**src/rtl/fpu_pkg.sv**
```systemverilog
// Shared FPU definitions: IEEE-754 single field widths, integer limits,
// converter FSM encoding and the operand classification used by the
// float<->int conversion units.
package fpu_pkg;

    localparam int EXP_W = 8;
    localparam int MAN_W = 23;
    localparam int BIAS  = 127;

    localparam logic [31:0] INT_MAX = 32'h7FFF_FFFF;
    localparam logic [31:0] INT_MIN = 32'h8000_0000;

    // Converter sequencing; every state lasts exactly one cycle.
    typedef enum logic [2:0] {
        ST_IDLE   = 3'd0,
        ST_UNPACK = 3'd1,
        ST_SHIFT  = 3'd2,
        ST_ROUND  = 3'd3,
        ST_PACK   = 3'd4
    } fsm_state_e;

    // Operand class decided once in UNPACK and carried down the pipeline.
    typedef enum logic [2:0] {
        CLS_ZERO = 3'd0,   // zero or denormal: integer part is 0
        CLS_NAN  = 3'd1,
        CLS_INF  = 3'd2,
        CLS_OVF  = 3'd3,   // unbiased exponent >= 31
        CLS_TINY = 3'd4,   // unbiased exponent < 0, magnitude below 1
        CLS_NORM = 3'd5    // unbiased exponent 0..30
    } op_class_e;

    // Raw single-precision layout.
    typedef struct packed {
        logic             sign;
        logic [EXP_W-1:0] exp;
        logic [MAN_W-1:0] man;
    } fp32_t;

endpackage

```
**src/rtl/float_int_if.sv**
```systemverilog
// Operand/result bundle of the float-to-int converter. The source drives
// the operand handshake; the converter drives the result and its flags.
interface float_int_if;

    logic        in_valid;
    logic        in_ready;
    logic [31:0] in;
    logic [31:0] out;
    logic        out_valid;
    logic        invalid;
    logic        inexact;

    modport master (
        output in_valid, in,
        input  in_ready, out, out_valid, invalid, inexact
    );

    modport slave (
        input  in_valid, in,
        output in_ready, out, out_valid, invalid, inexact
    );

endinterface

```
**src/rtl/fp_unpack.sv**
```systemverilog
// Combinational split of an IEEE-754 single into sign, exponent and
// significand with the hidden bit, plus the special-value class flags.
module fp_unpack
    import fpu_pkg::*;
(
    input  logic [31:0]      op_i,
    output logic             sign_o,
    output logic [EXP_W-1:0] exp_o,
    output logic [MAN_W:0]   sig_o,
    output logic             is_zero_o,
    output logic             is_denorm_o,
    output logic             is_nan_o,
    output logic             is_inf_o
);

    fp32_t f;
    logic  exp_zero;
    logic  exp_ones;
    logic  man_zero;

    assign f        = op_i;
    assign exp_zero = (f.exp == '0);
    assign exp_ones = (f.exp == '1);
    assign man_zero = (f.man == '0);

    assign sign_o      = f.sign;
    assign exp_o       = f.exp;
    assign sig_o       = {1'b1, f.man};
    assign is_zero_o   = exp_zero &&  man_zero;
    assign is_denorm_o = exp_zero && !man_zero;
    assign is_nan_o    = exp_ones && !man_zero;
    assign is_inf_o    = exp_ones &&  man_zero;

endmodule

```
**src/rtl/float_int.sv**
```systemverilog
// IEEE-754 single to 32-bit signed integer converter. One operand per
// five cycles: UNPACK classifies, SHIFT aligns the significand and keeps
// guard/sticky, ROUND applies the rounding mode, PACK negates/saturates.
module float_int
    import fpu_pkg::*;
#(
    parameter bit RND = 1'b0   // 0: truncate toward zero, 1: nearest, ties to even
) (
    input  logic       clk,
    input  logic       rst,
    float_int_if.slave bus
);

    // Control
    fsm_state_e state_q, state_d;
    logic       out_valid_q, out_valid_d;
    logic       accept;

    // Pipeline datapath
    logic [31:0]        op_q, op_d;
    logic               sign_q, sign_d;
    logic signed [8:0]  e_q, e_d;
    logic [MAN_W:0]     sig_q, sig_d;
    op_class_e          cls_q, cls_d;
    logic [31:0]        mag_q, mag_d;
    logic               guard_q, guard_d;
    logic               sticky_q, sticky_d;
    logic               frac_q, frac_d;

    // Result registers
    logic [31:0]        res_q, res_d;
    logic               invalid_q, invalid_d;
    logic               inexact_q, inexact_d;

    // Unpacker outputs
    logic               u_sign;
    logic [EXP_W-1:0]   u_exp;
    logic [MAN_W:0]     u_sig;
    logic               u_zero, u_denorm, u_nan, u_inf;
    logic signed [8:0]  e_unb;

    // Datapath temporaries
    logic [4:0]         lsh;
    logic [4:0]         rsh;
    logic [47:0]        ext;
    logic               round_up;

    fp_unpack u_unpack (
        .op_i        (op_q),
        .sign_o      (u_sign),
        .exp_o       (u_exp),
        .sig_o       (u_sig),
        .is_zero_o   (u_zero),
        .is_denorm_o (u_denorm),
        .is_nan_o    (u_nan),
        .is_inf_o    (u_inf)
    );

    assign e_unb = $signed({1'b0, u_exp}) - $signed(9'(BIAS));

    // Shift amounts are only used inside their exponent windows (23..30 and 0..22).
    assign lsh = e_q[4:0] - 5'd23;
    assign rsh = 5'd23 - e_q[4:0];

    assign accept        = bus.in_valid && (state_q == ST_IDLE);
    assign bus.in_ready  = (state_q == ST_IDLE);
    assign bus.out       = res_q;
    assign bus.out_valid = out_valid_q;
    assign bus.invalid   = invalid_q;
    assign bus.inexact   = inexact_q;

    // Next state: leave IDLE on acceptance, then walk the stages one per cycle.
    always_comb begin
        // NOTE: every variable gets a default before the case so no path leaves it unassigned and no latch is inferred.
        state_d     = state_q;
        out_valid_d = 1'b0;
        unique case (state_q)
            ST_IDLE:   if (accept) state_d = ST_UNPACK;
            ST_UNPACK: state_d = ST_SHIFT;
            ST_SHIFT:  state_d = ST_ROUND;
            ST_ROUND:  state_d = ST_PACK;
            ST_PACK: begin
                state_d     = ST_IDLE;
                out_valid_d = 1'b1;
            end
            default:   state_d = ST_IDLE;
        endcase
    end

    // Per-stage datapath: each stage updates only the registers it owns.
    always_comb begin
        op_d      = op_q;
        sign_d    = sign_q;
        e_d       = e_q;
        sig_d     = sig_q;
        cls_d     = cls_q;
        mag_d     = mag_q;
        guard_d   = guard_q;
        sticky_d  = sticky_q;
        frac_d    = frac_q;
        res_d     = res_q;
        invalid_d = invalid_q;
        inexact_d = inexact_q;
        ext       = '0;
        round_up  = 1'b0;

        unique case (state_q)
            ST_IDLE: begin
                if (accept) op_d = bus.in;
            end

            ST_UNPACK: begin
                sign_d = u_sign;
                sig_d  = u_sig;
                e_d    = e_unb;
                if (u_zero || u_denorm)      cls_d = CLS_ZERO;
                else if (u_nan)              cls_d = CLS_NAN;
                else if (u_inf)              cls_d = CLS_INF;
                else if (e_unb >= 9'sd31)    cls_d = CLS_OVF;
                else if (e_unb <  9'sd0)     cls_d = CLS_TINY;
                else                         cls_d = CLS_NORM;
            end

            ST_SHIFT: begin
                mag_d    = '0;
                guard_d  = 1'b0;
                sticky_d = 1'b0;
                unique case (cls_q)
                    // Denormal fraction is entirely below one half.
                    CLS_ZERO: sticky_d = |sig_q[MAN_W-1:0];
                    CLS_NAN, CLS_INF: ;
                    // Exactly 2^31 fits; anything larger only needs to exceed it.
                    CLS_OVF: begin
                        if (e_q == 9'sd31) mag_d = {sig_q, 8'b0};
                        else               mag_d = '1;
                    end
                    CLS_TINY: begin
                        if (e_q == -9'sd1) begin
                            guard_d  = 1'b1;
                            sticky_d = |sig_q[MAN_W-1:0];
                        end else begin
                            sticky_d = 1'b1;
                        end
                    end
                    CLS_NORM: begin
                        if (e_q >= 9'sd23) begin
                            mag_d = {8'b0, sig_q} << lsh;
                        end else begin
                            // Low half of the extended value holds the dropped bits.
                            ext      = {sig_q, 24'b0} >> rsh;
                            mag_d    = {8'b0, ext[47:24]};
                            guard_d  = ext[23];
                            sticky_d = |ext[22:0];
                        end
                    end
                    default: ;
                endcase
            end

            ST_ROUND: begin
                round_up = RND && guard_q && (sticky_q || mag_q[0]);
                mag_d    = mag_q + {31'b0, round_up};
                frac_d   = guard_q || sticky_q;
            end

            ST_PACK: begin
                invalid_d = 1'b0;
                res_d     = sign_q ? (~mag_q + 32'd1) : mag_q;
                if (cls_q == CLS_NAN) begin
                    res_d     = INT_MAX;
                    invalid_d = 1'b1;
                end else if (cls_q == CLS_INF) begin
                    res_d     = sign_q ? INT_MIN : INT_MAX;
                    invalid_d = 1'b1;
                end else if (!sign_q && mag_q[31]) begin
                    res_d     = INT_MAX;
                    invalid_d = 1'b1;
                end else if (sign_q && (mag_q > INT_MIN)) begin
                    res_d     = INT_MIN;
                    invalid_d = 1'b1;
                end
                inexact_d = frac_q && !invalid_d;
            end

            default: ;
        endcase
    end

    // Control registers with synchronous reset.
    always_ff @(posedge clk) begin
        // NOTE: state elements use non-blocking assignments so all registers update from pre-edge values.
        if (rst) begin
            state_q     <= ST_IDLE;
            out_valid_q <= 1'b0;
        end else begin
            state_q     <= state_d;
            out_valid_q <= out_valid_d;
        end
    end

    // Datapath and result registers; a reset drops any operation in flight.
    always_ff @(posedge clk) begin
        if (rst) begin
            op_q      <= '0;
            sign_q    <= 1'b0;
            e_q       <= '0;
            sig_q     <= '0;
            cls_q     <= CLS_ZERO;
            mag_q     <= '0;
            guard_q   <= 1'b0;
            sticky_q  <= 1'b0;
            frac_q    <= 1'b0;
            res_q     <= '0;
            invalid_q <= 1'b0;
            inexact_q <= 1'b0;
        end else begin
            op_q      <= op_d;
            sign_q    <= sign_d;
            e_q       <= e_d;
            sig_q     <= sig_d;
            cls_q     <= cls_d;
            mag_q     <= mag_d;
            guard_q   <= guard_d;
            sticky_q  <= sticky_d;
            frac_q    <= frac_d;
            res_q     <= res_d;
            invalid_q <= invalid_d;
            inexact_q <= inexact_d;
        end
    end

endmodule

```
**src/flat_wrapper.sv**
```systemverilog
// flat-port wrapper written by rule: the top's interface ports become plain ports
module float_int_flat import fpu_pkg::*;
#(
    parameter bit RND = 1'b0                                                       
)
  (clk, rst, bus_in_valid, bus_in, bus_in_ready, bus_out, bus_out_valid, bus_invalid, bus_inexact);
  float_int_if bus_i ();
  input  logic clk;
  input  logic rst;
  input wire logic [$bits(bus_i.in_valid)-1:0] bus_in_valid;
  input wire logic [$bits(bus_i.in)-1:0] bus_in;
  output wire logic [$bits(bus_i.in_ready)-1:0] bus_in_ready;
  output wire logic [$bits(bus_i.out)-1:0] bus_out;
  output wire logic [$bits(bus_i.out_valid)-1:0] bus_out_valid;
  output wire logic [$bits(bus_i.invalid)-1:0] bus_invalid;
  output wire logic [$bits(bus_i.inexact)-1:0] bus_inexact;
  assign bus_i.in_valid = bus_in_valid;
  assign bus_i.in = bus_in;
  assign bus_in_ready = bus_i.in_ready;
  assign bus_out = bus_i.out;
  assign bus_out_valid = bus_i.out_valid;
  assign bus_invalid = bus_i.invalid;
  assign bus_inexact = bus_i.inexact;
  float_int #(.RND(RND)) u_core (.clk(clk), .rst(rst), .bus(bus_i));
endmodule
```
**config.mk**
```make
export PLATFORM = sky130hd
export DESIGN_NAME = float_int_flat
export DESIGN_NICKNAME = d
export VERILOG_FILES = /design/src/rtl/fpu_pkg.sv /design/src/rtl/float_int_if.sv /design/src/rtl/fp_unpack.sv /design/src/rtl/float_int.sv /design/src/flat_wrapper.sv
export SDC_FILE = /design/constraint.sdc
export NUM_CORES = 1
export LEC_CHECK = 0
export ABC_AREA = 1
export CAP_MARGIN = 10
export CORE_ASPECT_RATIO = 0.9
export CORE_MARGIN = 5
export CORE_UTILIZATION = 45
export DETAILED_ROUTE_END_ITERATION = 6
export PLACE_DENSITY = 0.63
export SLEW_MARGIN = 0
export SYNTH_ARGS = -nofsm -noshare
export SYNTH_HDL_FRONTEND = slang
export SYNTH_SLANG_ARGS = --single-unit
```
**constraint.sdc**
```tcl
create_clock -name clk -period 2.6 [get_ports clk]
set_clock_uncertainty 0.15 [all_clocks]
set_input_delay 0.52 -clock clk [delete_from_list [all_inputs] [get_ports clk]]
set_output_delay 0.52 -clock clk [all_outputs]
set_load 0.005 [all_outputs]
```
==> summary.md, run 1 <==
| Metric | Value |
|---|---|
| Share of cells above drive strength 1 | 0.101 |
| Final min period | 2.54 ns |
| Arr. time, crit path | 2.74 ns |
| Post-Syn Nets | 1513 |
| Tot GR Track Use | 0.294 |
| Chip height | about 150 um |
| Worst path required time | 2.79 ns |
| Mapped Area | 9230 sq um |
| Clock slew at reported path FFs | roughly 0.070 ns |
| Post-route ant nets | 0 |
| Setup crit end kind | register |
| Period utilisation layout | 0.978 |
| Die Wd | ~160 um |
| CTS tree | built |
| Area of the die | 23500 sq um |
| P_leak | 4.77 nW |
| Clk buf depth | 2 |
| Worst setup SP type | register |
| Fmax | 393 MHz |
| ANT cells | 0 |
| Fin util | 0.558 |
| Worst skew pair latency | 0.43 ns |
| Placed wire-length estimate | between 20000 and 30000 um |
| Cell Rows | 49 |
| Slew HR | 0.612 |
| Ys async rst share | 0 |
| Run status | complete, no violations |
| Htree depth | 4 |
| Total Nets Final | 1593 |
| WS Path Type | register to register |
| Hold Crit Class | register to register |
| Yosys top cell by area | dfxtp_1 |
| Drc violations | 0 |
| Max-Cap Viols | 0 |
| Setup WS pre-CTS | -0.0333 ns |
| Mapped Cells | 1471 |
| # port buffers | 70 |
| Synthesized area per cell | 6.27 sq um |
| Hold wc startpoint | u_core.frac_q |
| Final Hold Fails | 0 |
| Core area | 20100 sq um |
| Final setup fails | 0 |
| Hold Path Depth | 2 |
| Ports | 71 |
| Setup ws final | 0.0567 ns |
| Setup_tns | 0 ns |
| Hold Path Sink | u_core.frac_q |
| Post-synth cell types | 48 |
| Avg WL per Cell | 19.2 um |
| Post-synth EDFFs | 0 |
| Largest net degree at the start of global routing | 61 |
| Primary FF master, synth | dfxtp_1 |
| Vias | 10479 |
| CTS sink cnt | 142 |
| Iteration-0 DRC Markers | 935 |
| Fillers | between 2000 and 2500 |
| Synth top area cells | dfxtp_1 (31%), nand2_1 (14%), o21ai_0 (11%) |
| Area grow syn2layout | 21.6% |
| Reg2Reg Capture Point | u_core.mag_q[19] |
| Placer congestion estimate | between 0.9 and 1 |
| Pwr Density | approximately 680 nW/um^2 |
| Flop-to-flop setup slack | ~0.057 ns |
| Post-synth top area share | 0.308 |
| Number of global-route vias before repair | 9658 |
| Initial Util | 0.459 |
| GR Overflow Total | 0 |
| Max VDD drop | 0.398 mV |
| Root Buffer | clkbuf_16 |
| Cts hold-fix bufs | 0 |
| R2r startpoint | u_core.e_q[0] |
| Warnings from Yosys | 0 |
| Num CTS Buffers | 17 |
| Worst hold slack | 0.317 ns |
| Vias per cell | 5.76 |
| Post-synthesis sequential area ratio | 0.308 |
| #FFs+latches synth | 142 |
| Slew @ Worst Pin | 0.575 ns |
| First-pass DRT Iterations | 5 |
| WL final | 34900 um |
| Slew Viols, Final | 0 |
| First-pass GRT wire length | 54800 um |
| Antenna violations before repair | 0 |
| R2R depth | 11 |
| CP Max Fanout | 25 |
metrics by stage:
| step | area, sq um | power [mW] | std cells |
|---|---|---|---|
| after floorplan | 9230 | 4.09 | 1471 |
| after global placement | 10500 | 5.06 | 1784 |
| after detailed placement | 10500 | 5.04 | 1784 |
| after CTS | 11200 | 7.58 | 1816 |
| after global routing | 11200 | 8.07 | 1819 |
| final | 11200 | 7.64 | 1819 |
timing repair:
| item | 4_1_cts | 5_1_grt |
|---|---|---|
| gates resized for setup | 5 | 13 |
| setup buffers | 0 | 3 |
| pin swaps | 1 | 3 |
| endpoints found under the setup margin | 3 | 44 |
| cloned | 0 | 1 |
power breakdown:
group	switching [mW]	total, mW	internal, mW
sequential	0.180	2.51	2.33
combinational	1.67	2.60	0.930
clock	1.22	2.53	1.31
total	3.07	7.64	4.57
sequential cells by signal (all words and copies together), names as in the netlist:
register,count
u_core.guard_q,1
u_core.sticky_q,1
u_core.bus.out,32
u_core.frac_q,1
u_core.bus.invalid,1
u_core.state_q,3
u_core.bus.inexact,1
u_core.cls_q,3
u_core.op_q,32
u_core.mag_q,32
u_core.e_q,9
u_core.sign_q,1
u_core.sig_q,24
u_core.bus.out_valid,1
critical path, cell delays in order, from the launching register on:
cell and delay (ns):
dfxtp_2 0.35, ha_1 0.30, clkinv_1 0.15, buf_12 0.20, buf_4 0.15, o21ai_0 0.31
mux2i_1 0.25, nand2_1 0.12, o211ai_1 0.09, o211ai_1 0.11, nand2_1 0.13, a21oi_1 0.16
cells in the final DEF, fill, tap and decap left out, types with 7 or more instances in the layout:
master	instances
xor2_1	22
inv_2	7
a31oi_1	9
o211a_1	9
o21ai_1	19
clkbuf_16	17
nor2_1	92
inv_1	93
nand2_1	339
o21ai_0	195
o211ai_1	12
nand4_1	21
nand3_1	162
nor3_1	15
nor4_1	8
dfxtp_1	139
clkinv_8	7
buf_4	81
a21oi_1	158
clkdlybuf4s50_1	70
a221oi_1	7
metal layers:
metal  vias to the layer above  track usage  part of all wire
met5                         -            0                 0
met4                         0        0.109             0.034
met3                        58       0.0521             0.081
met2                       428        0.425              0.42
met1                      4819        0.434              0.47
li1                       5174            -                 -
cells by family after synthesis:
family | Yosys count | share of synthesized area
and+or+nand+nor | 658 | 0.307
AOI/OAI and AO/OA | 427 | 0.250
buffers and inverters | 203 | 0.0896
DFF | 142 | 0.308
xor gates and xnor gates | 28 | 0.0294
adders and majority gates | 7 | 0.00949
muxes | 6 | 0.00651
area by class of cell:
class	count	area [sq um]	area share
flip-flops and latches	142	2850	0.254
clock buffers	17	425	0.0379
repair buffers	157	1430	0.127
inverters	106	408	0.0364
well taps	255	319	0.0284
repair inverters	1	7.51	0.000669
multi-input cells	1126	5590	0.498
clock inverters	15	191	0.0171
worst max path at each step:
stage                                    end  slack, ns  cells after the start             from
after floorplan             u_core.mag_q[21]       0.31                     11    u_core.e_q[3]
after global placement    u_core.bus.out[28]      -0.02                     13  u_core.mag_q[0]
after detailed placement  u_core.bus.out[28]      -0.03                     13  u_core.mag_q[0]
after CTS                 u_core.bus.out[28]       0.04                     13  u_core.mag_q[0]
after global routing      u_core.bus.out[28]      -0.01                     14  u_core.mag_q[0]
final                       u_core.mag_q[19]       0.06                     11    u_core.e_q[0]
synth_stat cells (2+ instances only):
library cell / n
nand2_2: 2
or2_2: 6
inv_4: 2
o211a_1: 9
buf_4: 5
inv_1: 94
xor2_1: 22
inv_2: 6
o21ai_1: 16
a221oi_1: 7
nand3b_1: 2
nand2_1: 339
clkinv_1: 4
o31ai_1: 3
o22ai_1: 2
buf_6: 2
nor3_1: 15
buf_1: 9
o21ai_0: 199
o21a_1: 3
nand3_1: 163
nor4_1: 8
clkbuf_1: 60
a31oi_1: 9
xnor2_1: 4
mux2i_1: 6
nor3_2: 2
nand4_1: 21
o211ai_1: 12
a21oi_1: 158
ha_1: 7
dfxtp_1: 142
buf_2: 21
nor2_1: 94
nor2_2: 3
o221ai_1: 2
No activity file was read; power rests on OpenSTA's default activity.
==> run 2: changes to the inputs <==
--- a/config.mk
+++ b/config.mk
@@ -11,6 +11,7 @@
 export CORE_MARGIN = 5
 export CORE_UTILIZATION = 45
 export DETAILED_ROUTE_END_ITERATION = 6
+export GPL_ROUTABILITY_DRIVEN = 0
 export PLACE_DENSITY = 0.63
 export SLEW_MARGIN = 0
 export SYNTH_ARGS = -nofsm -noshare
==> run 2 against run 1 <==
Against the previous run: worst setup slack better by 0.042 ns; die area stayed put; cell area is 1.8% lower; clock-buffer cell count stayed put; routed wire length is 8.8% lower; critical endpoint is now u_core.mag_q[2]; largest power group is now registers.
==> summary.md, run 2 (synthesized netlist as in run 1, its figures left out) <==
| Metric | Value |
|---|---|
| Max VDD drop | 0.523 mV (+31%) |
| ANT cells | 0 (unchanged) |
| Reg2Reg Capture Point | u_core.mag_q[2] |
| Slew @ Worst Pin | 0.599 ns (+0.0234 ns) |
| Htree depth | 4 (unchanged) |
| Finished Layout Cells | 1789 (-1.6%) |
| Number of global-route vias before repair | 9223 (-4.5%) |
| WS Path Type | register to register |
| Setup_tns | 0 ns (unchanged) |
| Placed wire-length estimate | 24000 um (-11%) |
| Antenna violations before repair | 0 (unchanged) |
| Flop-to-flop setup slack | 0.1 ns (+0.04 ns) |
| Arr. time, crit path | 2.67 ns (-0.07 ns) |
| First-pass DRT Iterations | 6 (+1) |
| Worst path required time | 2.77 ns (-0.02 ns) |
| R2r startpoint | u_core.e_q[1] |
| Share of cells above drive strength 1 | 0.0847 (-0.0163) |
| Hold Crit Class | register to register |
| Worst setup path start | u_core.e_q[1] |
| Max-Cap Viols | 0 (unchanged) |
| Tot GR Track Use | 0.263 (-0.0301) |
| Commonest non-fill, non-tap cells in the layout | nand2_1 (337), o21ai_0 (196), nand3_1 (162), a21oi_1 (158), dfxtp_1 (141) |
| Drc violations | 0 (unchanged) |
| First-pass GRT wire length | 50300 um (-8.2%) |
| Root Buffer | clkbuf_16 |
| Area of the die | 23500 sq um (unchanged) |
| Avg WL per Cell | 17.8 um (-7.3%) |
| Largest net degree at the start of global routing | 90 (+48%) |
| R2R depth | 9 (-2) |
| Clk buf depth | 2 (unchanged) |
| Worst hold slack | 0.321 ns (+0.00442 ns) |
| Total Nets Final | 1563 (-1.9%) |
| CTS sink cnt | 142 (unchanged) |
| Cts hold-fix bufs | 0 (unchanged) |
| Core area | 20100 sq um (unchanged) |
| RSZ-0062 raised after global routing | false |
| Post-route ant nets | 0 (unchanged) |
| WL final | 31800 um (-8.8%) |
| # port buffers | 70 (unchanged) |
| Fmax | 400 MHz (+1.7%) |
| Run status | complete, no violations |
| Inst Count DP | 1755 (-1.6%) |
| Cell Rows | 49 (unchanged) |
| Worst skew pair latency | 0.43 ns (about the same) |
| Num CTS Buffers | 17 (unchanged) |
| Slew HR | 0.597 (-0.0158) |
| Worst setup SP type | register |
| Slew Viols, Final | 0 (unchanged) |
| Clock slew at reported path FFs | 0.07 ns (about the same) |
| Pwr Density | 674 nW/um^2 (-1.0%) |
| Ports | 71 (unchanged) |
| Die Wd | 161 um (unchanged) |
| Chip height | 146 um (unchanged) |
| Final min period | 2.50 ns (-0.0417 ns) |
| Vias | 10376 (-0.98%) |
| Setup ws final | 0.0984 ns (+0.0417 ns) |
| Setup WS pre-CTS | -0.0856 ns (-0.0523 ns) |
| Critical path endpoint | u_core.mag_q[2] |
| Initial Util | 0.459 (unchanged) |
| Period utilisation layout | 0.962 (-0.0160) |
| Final setup fails | 0 (unchanged) |
| P_leak | 4.63 nW (-3.0%) |
| GR Overflow Total | 0 (unchanged) |
| CTS tree | built |
| Iteration-0 DRC Markers | 1218 (+30%) |
| Commonest non-fill, non-tap cell in the layout | nand2_1 |
| Final Hold Fails | 0 (unchanged) |
| CP Max Fanout | 27 (+8.0%) |
| Fin util | 0.548 (-0.0102) |
| Setup crit end kind | register |
| Vias per cell | 5.80 (+0.68%) |
| Area grow syn2layout | 19.3% |
run 2: critical path, stage by stage, from the launching register on:
cell      delay [ns]
dfxtp_1         0.38
buf_12          0.19
inv_2           0.09
nor3_4          0.32
xor2_4          0.20
inv_4           0.21
nand3_1         0.18
o21ai_0         0.20
o21ai_0         0.17
a221oi_1        0.28
run 2: repair_timing:
action / CTS / global route
cloned: 0 / 1
gates resized for setup: 1 / 24
pin swaps: 0 / 3
setup buffers: 0 / 1
setup endpoints to repair: 1 / 51
run 2: stage by stage:
| step | area, sq um | power [mW] |
|---|---|---|
| after global placement | 10300 | 4.84 |
| after detailed placement | 10300 | 4.85 |
| after floorplan | 9230 | 4.09 |
| after global routing | 11000 | 7.82 |
| final | 11000 | 7.43 |
| after CTS | 10900 | 7.34 |
run 2: final cells by class:
cell class / instances / area [sq um]
clock buffers: 17 / 425
clock inverters: 15 / 185
fillers: 2038 / 9100
inverters: 106 / 405
multi-input cells: 1126 / 5620
flip-flops and latches: 142 / 2840
well taps: 255 / 319
repair buffers: 127 / 1200
repair inverters: 1 / 7.51
run 2: where the power goes:
| part | switching (mW) | internal (mW) | leakage [nW] |
|---|---|---|---|
| Clock | 1.18 | 1.31 | 0.293 |
| Sequential | 0.192 | 2.33 | 1.16 |
| Combinational | 1.58 | 0.845 | 3.17 |
run 2: metal layers:
metal | wire length [um] | global-route usage | vias up | share of wire
li1 | - | - | 5117 | -
met1 | 15100 | 0.396 | 4741 | 0.47
met2 | 13300 | 0.378 | 456 | 0.42
met3 | 2580 | 0.0470 | 62 | 0.081
met4 | 923 | 0.0878 | 0 | 0.029
met5 | 0 | 0 | - | 0
run 2: how the worst min path moves through the flow:
stage / slack (ns) / cells past startpoint / startpoint / end
floorplan: 0.29 / 2 / u_core.op_q[31] / u_core.op_q[31]
global placement: 0.31 / 2 / u_core.op_q[20] / u_core.op_q[20]
detailed placement: 0.31 / 2 / u_core.op_q[21] / u_core.op_q[21]
CTS: 0.32 / 2 / u_core.frac_q / u_core.frac_q
global route: 0.34 / 2 / u_core.frac_q / u_core.frac_q
finish: 0.32 / 2 / u_core.frac_q / u_core.frac_q
